$ cat src/rtl/fifo_enq_arbiter_pkg.sv
// Shared types for the fifo enqueue arbiter.
package fifo_enq_arbiter_pkg;

  typedef enum logic {
    ARB_IDLE   = 1'b0,
    ARB_LOCKED = 1'b1
  } arb_state_t;

endpackage

$ cat src/rtl/fifo_enq_arbiter_rr_pick.sv
// Rotating-priority picker: the first valid at or after ptr, wrapping at N-1.
// The valid vector is doubled so a plain upward scan from ptr covers the wrap.
module rr_pick
  import fifo_enq_arbiter_pkg::*;
#(
  parameter int N  = 4,
  parameter int IW = $clog2(N)
) (
  input  logic [N-1:0]  valid,
  input  logic [IW-1:0] ptr,
  output logic          any,
  output logic [IW-1:0] idx,
  output logic [N-1:0]  onehot
);

  logic [2*N-1:0] dbl;
  logic [IW:0]    ptr_c;
  logic [IW:0]    pos;

  // Scan the doubled vector from ptr; an out-of-range ptr falls back to 0.
  always_comb begin
    dbl    = {valid, valid};
    ptr_c  = ({1'b0, ptr} >= (IW+1)'(N)) ? '0 : {1'b0, ptr};
    any    = 1'b0;
    idx    = '0;
    onehot = '0;
    pos    = '0;
    for (int k = 0; k < N; k++) begin
      pos = ptr_c + (IW+1)'(k);
      if (!any && dbl[pos]) begin
        any = 1'b1;
        idx = (pos >= (IW+1)'(N)) ? IW'(pos - (IW+1)'(N)) : IW'(pos);
      end
    end
    if (any) onehot[idx] = 1'b1;
  end

endmodule

$ cat src/rtl/fifo_enq_arbiter.sv
// Round-robin arbiter sharing one fifo enqueue port between N_REQ requesters,
// with optional multi-beat locking capped at MAX_LOCK_BEATS transfers.
//
// state      | meaning
// ARB_IDLE   | rotating pick among all valid requesters, starting at rr_ptr
// ARB_LOCKED | only owner may enqueue; beats counts transfers in this tenure
module fifo_enq_arbiter
  import fifo_enq_arbiter_pkg::*;
#(
  parameter int N_REQ          = 4,
  parameter int ENTRY_WIDTH    = 32,
  parameter int MAX_LOCK_BEATS = 4,
  localparam int ID_WIDTH      = $clog2(N_REQ),
  localparam int BEAT_WIDTH    = $clog2(MAX_LOCK_BEATS + 1)
) (
  input  logic                                clk,
  input  logic                                rst_aH,
  input  logic [N_REQ-1:0]                    req_valid,
  output logic [N_REQ-1:0]                    req_ready,
  input  logic [N_REQ-1:0]                    req_lock,
  input  logic [N_REQ-1:0][ENTRY_WIDTH-1:0]   req_data,
  output logic                                fifo_enq_valid,
  input  logic                                fifo_enq_ready,
  output logic [ENTRY_WIDTH-1:0]              fifo_enq_data,
  output logic [ID_WIDTH-1:0]                 grant_id,
  output logic                                locked,
  input  logic                                init,
  input  logic [ID_WIDTH-1:0]                 init_rr_ptr
);

  arb_state_t            state, state_nxt;
  logic [ID_WIDTH-1:0]   rr_ptr, rr_ptr_nxt;
  logic [ID_WIDTH-1:0]   owner, owner_nxt;
  logic [BEAT_WIDTH-1:0] beats, beats_nxt;

  logic                  pick_any;
  logic [ID_WIDTH-1:0]   pick_idx;
  logic [N_REQ-1:0]      pick_onehot;
  logic [N_REQ-1:0]      grant_onehot;
  logic [ID_WIDTH-1:0]   grant_next;
  logic                  eligible;
  logic                  xfer;

  rr_pick #(.N(N_REQ), .IW(ID_WIDTH)) u_pick (
    .valid  (req_valid),
    .ptr    (rr_ptr),
    .any    (pick_any),
    .idx    (pick_idx),
    .onehot (pick_onehot)
  );

  assign locked = (state == ARB_LOCKED);

  // Grant selection and fifo-side outputs; everything is gated off in reset.
  always_comb begin
    eligible     = 1'b0;
    grant_id     = pick_idx;
    grant_onehot = pick_onehot;
    if (locked) begin
      eligible     = req_valid[owner];
      grant_id     = owner;
      grant_onehot = N_REQ'(1) << owner;
    end else begin
      eligible     = pick_any;
    end
    fifo_enq_valid = eligible & ~rst_aH;
    fifo_enq_data  = req_data[grant_id];
    xfer           = fifo_enq_valid & fifo_enq_ready;
    req_ready      = xfer ? grant_onehot : '0;
    // Explicit wrap so non-power-of-two N_REQ rotates correctly.
    grant_next     = (grant_id == ID_WIDTH'(N_REQ - 1)) ? '0 : grant_id + ID_WIDTH'(1);
  end

  // Next-state: only a transfer (or the init preload) moves the state.
  always_comb begin
    state_nxt  = state;
    rr_ptr_nxt = rr_ptr;
    owner_nxt  = owner;
    beats_nxt  = beats;
    if (init) begin
      state_nxt  = ARB_IDLE;
      rr_ptr_nxt = init_rr_ptr;
      beats_nxt  = '0;
    end else if (xfer) begin
      case (state)
        ARB_IDLE: begin
          if (!req_lock[grant_id] || (MAX_LOCK_BEATS == 1)) begin
            rr_ptr_nxt = grant_next;
          end else begin
            state_nxt = ARB_LOCKED;
            owner_nxt = grant_id;
            beats_nxt = BEAT_WIDTH'(1);
          end
        end
        ARB_LOCKED: begin
          if (!req_lock[owner] ||
              (beats + BEAT_WIDTH'(1) == BEAT_WIDTH'(MAX_LOCK_BEATS))) begin
            state_nxt  = ARB_IDLE;
            beats_nxt  = '0;
            rr_ptr_nxt = grant_next;
          end else begin
            beats_nxt = beats + BEAT_WIDTH'(1);
          end
        end
        default: state_nxt = ARB_IDLE;
      endcase
    end
  end

  // State registers.
  always_ff @(posedge clk or posedge rst_aH) begin
    if (rst_aH) begin
      state  <= ARB_IDLE;
      rr_ptr <= '0;
      owner  <= '0;
      beats  <= '0;
    end else begin
      state  <= state_nxt;
      rr_ptr <= rr_ptr_nxt;
      owner  <= owner_nxt;
      beats  <= beats_nxt;
    end
  end

endmodule
$ cat config.mk
export PLATFORM = sky130hd
export DESIGN_NAME = fifo_enq_arbiter
export DESIGN_NICKNAME = d
export VERILOG_FILES = /design/src/rtl/fifo_enq_arbiter_pkg.sv /design/src/rtl/fifo_enq_arbiter_rr_pick.sv /design/src/rtl/fifo_enq_arbiter.sv
export SDC_FILE = /design/constraint.sdc
export NUM_CORES = 1
export LEC_CHECK = 0
export ABC_AREA = 1
export ABC_CLOCK_PERIOD_IN_PS = 2500
export BUFFER_PORTS_ARGS = -buffer_cell sky130_fd_sc_hd__buf_2
export CORE_MARGIN = 2
export CORE_UTILIZATION = 23
export DETAILED_ROUTE_END_ITERATION = 10
export GPL_TIMING_DRIVEN = 0
export PLACE_DENSITY = 0.65
export REMOVE_ABC_BUFFERS = 1
export SLEW_MARGIN = 5
export SYNTH_ARGS = -nofsm -noshare
export SYNTH_HDL_FRONTEND = slang
export SYNTH_SLANG_ARGS = --single-unit
$ cat constraint.sdc
create_clock -name clk -period 2.5 [get_ports clk]
set_clock_uncertainty 0.15 [all_clocks]
set_input_delay 0.375 -clock clk [delete_from_list [all_inputs] [get_ports clk]]
set_output_delay 0.375 -clock clk [all_outputs]
set_load 0.01 [all_outputs]
### After elaboration in Yosys (flattened, before gate mapping)

Index checks and enable logic that the tools add are counted.

| cells by class | value |
|---|---|
| add/subtract/negate cells | 9 |
| $lt $le $gt $ge | 12 |
| equality and inequality tests | 5 |
| shift operators | 1 |
| mux-type cells | 51 |
| bitwise gates (word level) | 5 |
| reductions and logical operators | 13 |

Operator list:

| kind | count |
|---|---|
| 32-bit binary-select mux with 2-bit select | 1 |
| 32-bit 2-to-1 mux | 1 |
| 2-bit 2-to-1 mux | 14 |
| 1-bit 2-to-1 mux | 17 |
| 3-bit by 4-bit less-than comparator with 1-bit output, second input constant | 3 |
| 3-bit 2-to-1 mux | 4 |
| 4-bit 2-to-1 mux | 3 |
| 1-bit binary-select mux with 3-bit select | 3 |
| 3-bit greater-or-equal comparator, second input constant | 3 |
| 2-bit by 3-bit less-than comparator with 1-bit output, second input constant | 3 |
| 1-bit binary-select mux with 2-bit select | 4 |
| 2-bit by 1-bit subtractor with 2-bit output, second input constant | 4 |
| 2-bit by 2-bit adder with 3-bit output, second input constant | 2 |
| 3-bit != test, second input constant | 2 |
| 3-bit case mux with 2 select lines | 1 |
| 1-bit logical AND | 4 |
| 1-bit logical NOT | 4 |
| 2-bit by 4-bit less-than comparator with 1-bit output, second input constant | 1 |
| 2-bit case mux with 2 select lines | 1 |
| 4-bit AND reduction | 1 |
| 1-bit by 2-bit << shifter with 4-bit output, first input constant | 1 |
| 2-bit by 1-bit adder with 3-bit output, second input constant | 1 |
| 3-bit by 1-bit adder with 3-bit output, second input constant | 1 |
| 3-bit == test, second input constant | 1 |
| 13 further kinds | 16 |

| word-level totals | value |
|---|---|
| register bits after elaboration | 8 |
| input bits | 142 |
| output and inout port bits | 40 |
| logic and storage cells | 100 |

### Longest topological paths before layout

| depth | value |
|---|---|
| word-level depth | 19 |
| gate-level depth with buffers | 19 |
| depth with buffers taken out | 19 |

### By module

A second synthesis with hierarchy kept.

| second synthesis, totals | value |
|---|---|
| cells, all modules | 362 |
| area, all modules | 1,990.7 um^2 |

Modules (own cells, without submodules):

| module | times used | cells each | area each (um^2) | seq. area each (um^2) |
|---|---|---|---|---|
| fifo_enq_arbiter | 1 | 295 | 1,659.1 | 200.2 |
| rr_pick | 1 | 67 | 331.6 | 0.0 |

### Worst setup path after synthesis

No wires, ideal clock.

| timing path | value |
|---|---|
| kind | reg-to-output |
| start point | reg rr_ptr[0] |
| end point | out fifo_enq_data[23] |
| arrival time | 1.820 ns |
| required time | 1.975 ns |
| slack | 0.155 ns |
| stages on the path, launching flop included | 17 |
| path through | dfrtp_1 -> buf_6 -> nand2_2 -> nand3_1 -> nand2_2 -> inv_1 -> nand2_1 -> nand2_1 -> nand2_1 -> clkinv_1 -> nand2_4 -> nand2_4 -> clkinv_4 -> buf_6 -> buf_6 -> nor2_1 -> o22ai_1 |

| on the way | value |
|---|---|
| cells in the longest elaborated chain, start to end | 15 |
| elaborated cells on any way between the ends | 39 |
| classes of those cells | 7 x add/sub; 4 x order compare; 22 x mux; 6 x reduce/logical |

RTL lines:

| what | line | source |
|---|---|---|
| from (decl) | fifo_enq_arbiter.sv:32 | `logic [ID_WIDTH-1:0] rr_ptr, rr_ptr_nxt;` |
| from (signal assigned) | fifo_enq_arbiter.sv:119 | `rr_ptr <= rr_ptr_nxt;` |
| parallel branches: the longest is 11 deep, another holds 2-bit by 1-bit adder with 3-bit output | -- |  |
| 2-bit 2-to-1 mux (*) | fifo_enq_arbiter_rr_pick.sv:30 | `if (!any && dbl[pos]) begin` |
| 2-bit 2-to-1 mux (*) | fifo_enq_arbiter.sv:59 | `if (locked) begin` |
| 32-bit binary-select mux with 2-bit select (*) | fifo_enq_arbiter.sv:67 | `fifo_enq_data = req_data[grant_id];` |
| 32-bit 2-to-1 mux (implied by the code) (*) | fifo_enq_arbiter.sv:67 |  |
| to (decl) | fifo_enq_arbiter.sv:24 | `output logic [ENTRY_WIDTH-1:0] fifo_enq_data,` |

Mark *: on every way between the ends. The select of a mux whose other input is x is not followed.

### Final worst setup path

| timing path | value |
|---|---|
| start point | reg rr_ptr[0] |
| end point | out fifo_enq_data[8] |

Same word-level chain as after synthesis.

==> run metrics <==
DRT Pass-1 Iters 4; #FFs+latches synth 8; Yosys top cell by area o21ai_0; Vias 3443; deepest clock path buffer count 2; crit-path max FO 9; ANT nets after route 0; Sinks on Clock Net 8; H-tree Lvls 1; reg2reg path depth 20; area fraction of the dominant cell type after synthesis 12.5%; Fin Hold WS 0.335 ns; min Tclk post-route 3.08 ns; Worst-Margin Slew 0.670 ns; Worst setup EP type output pin; largest net degree at the start of global routing 18; type of the worst setup path register to output pin; Critical Path AT 2.55 ns; Post-synth EDFFs 0; final net count 711; violated checks negative setup slack; placed cell count 623; total track usage 22.0%; fin worst setup slack -0.575 ns; die height 97.2 um; io pins 182; Final Slew Violations 0; # diodes 0; first-pass GRT wire length 17000 um; clock slew at reported path FFs 0.04 ns; RD Place Congestion 0.853; FMAX 325 MHz; fin cells 673; clock latency on the worst-skew pair 0.23 ns; routed len/inst 16.8 um; Period Utilization, post-route 123%; Most used DFF post-synth dfrtp_1; hold depth 5; TritonCTS clock tree built; synth top area cells o21ai_0, nand2_1, dfrtp_1, o22ai_1, nor2_1; Synth-to-Final Area Change 88.5%; initial drt markers 168; final setup violation count 46; GRT overflow 0; initial antenna violation count 0; vias in the first global route 3391; Hold Vio Cnt, Final 0; drc violations 0; initial core utilization 23.4%; Post-synth ARST share 100%; Worst R2R Setup Slack -0.27 ns; critical path startpoint category register; end-of-flow core utilization 44.0%; warnings from Yosys 0; syn avg cell area 5.61 sq um; cell row count 34; clk root buf clkbuf_8; Detail Placement HPWL 6040 um; status finished, violations left; Mapped Area 2000 sq um; fillers 881; sequential share of the synthesized area 10.0%; Syn Inst Count 356; Chip Width 97.2 um; Slew headroom 55.2%; unrepaired setup endpoints after global routing yes; Port-buffer cells 181; CP required 1.98 ns; worst hold path class primary input to register; Synth cell types 29; share of cells above drive strength 1 51.2%; wirelength, routed 11300 um; Via-to-Cell Ratio 5.12; Total Die Area 9450 sq um; core box area 8550 sq um; total CTS buffers 3; max cap viols 0
==> cells in the mapped netlist, types with 4 or more instances <==
cell / instances
buf_2: 6
nand2_2: 12
nand4_1: 4
o21ai_0: 50
o22ai_1: 32
nand3_1: 27
nand2_1: 65
o21ai_1: 18
buf_6: 9
inv_1: 22
nor2_1: 42
or2_0: 14
inv_2: 4
dfrtp_1: 8
or2_1: 18
==> layer usage <==
layer / vias to the layer above / global-route usage, % / routed length (um)
met2: 176 / 38.0 / 5500
met4: 0 / 7.48 / 325
met1: 1591 / 28.1 / 4610
met3: 34 / 3.17 / 858
met5: - / 0 / 0
li1: 1642 / - / -
==> metrics by stage <==
stage	setup WS [ns]	setup TNS, ns	instance area (sq um)
2_1_floorplan	-0.363	-12.10	1830
3_3_place_gp	-1.06	-39.49	2870
3_5_place_dp	-1.11	-41.54	2870
4_1_cts	-0.485	-16.45	3540
5_1_grt	-0.774	-27.54	3770
6_report	-0.575	-19.95	3770
==> cell usage in the layout (no fill, tap or decap), types with 3 or more instances in the layout <==
master    count
o21ai_2      11
buf_2       178
or2_0        14
o21ai_0      30
nand3_1      21
buf_4        17
buf_12        5
buf_6         7
nor2_1       41
clkbuf_8      3
nand2_4       7
nand2_2      16
clkinv_8      6
inv_1        22
o22ai_1      28
nand3_2       7
or2_1        18
nand2_1      54
o22ai_2       4
o21ai_1      27
nand4_1       4
nand2_8       9
dfrtp_1       7
==> what timing repair did <==
action,4_1_cts,5_1_grt
endpoints found under the hold margin,8,0
gates cloned,17,3
hold buffers,1,0
pin swaps,9,20
gates resized for setup,62,44
setup buffers,21,5
endpoints found under the setup margin,46,46
==> worst paths after layout <==
check | startpoint | to
worst max register to register | rr_ptr[0]$_DFFE_PP0P_ | beats[0]$_DFFE_PP0P_
max in group asynchronous | rst_aH | rr_ptr[0]$_DFFE_PP0P_
min in group asynchronous | rst_aH | beats[2]$_DFFE_PP0P_
worst max-delay path | rr_ptr[0]$_DFFE_PP0P_ | fifo_enq_data[8]
worst min-delay path | init_rr_ptr[1] | rr_ptr[1]$_DFFE_PP0P_
worst min register to register | beats[2]$_DFFE_PP0P_ | beats[2]$_DFFE_PP0P_
==> kinds of logic after synthesis <==
group                    after synthesis  share of synthesized area (%)
AO/OA/AOI/OAI                        106                           29.1
AND/OR/NAND/NOR                      189                           45.1
buffers and inverters                 50                           14.2
flip-flops                             8                           10.0
adder cells (fa/ha/maj)                2                           1.25
XOR/XNOR                               1                          0.438
==> area by class of cell <==
class | count | area [sq um] | area share [%]
Clock buffer | 3 | 41.3 | 1.10
Inverter | 28 | 149 | 3.95
Multi-Input combinational cell | 305 | 1860 | 49.3
Sequential cell | 8 | 201 | 5.35
Tap cell | 108 | 135 | 3.59
Timing Repair Buffer | 208 | 1210 | 32.1
Timing Repair inverter | 13 | 176 | 4.68
==> flip-flops by register name, indices dropped and copies added, names as in the netlist <==
signal,cells
owner,2
beats,3
rr_ptr,2
locked,1
==> worst max-delay path, stage by stage, from the launching register on <==
cell	delay (ns)
dfrtp_2	0.48
clkinvlp_4	0.18
nand2_1	0.09
nand2_1	0.06
nand2_2	0.08
nand2_2	0.06
nor2_4	0.13
nand3_2	0.11
nand2_2	0.08
inv_2	0.06
nand2_8	0.11
buf_12	0.15
nand2_8	0.08
or2_0	0.25
o21ai_0	0.13
o22ai_2	0.11
buf_2	0.15
Power is not shown: default switching activity piles up to over one toggle a cycle in this logic, so the estimate is an artifact.
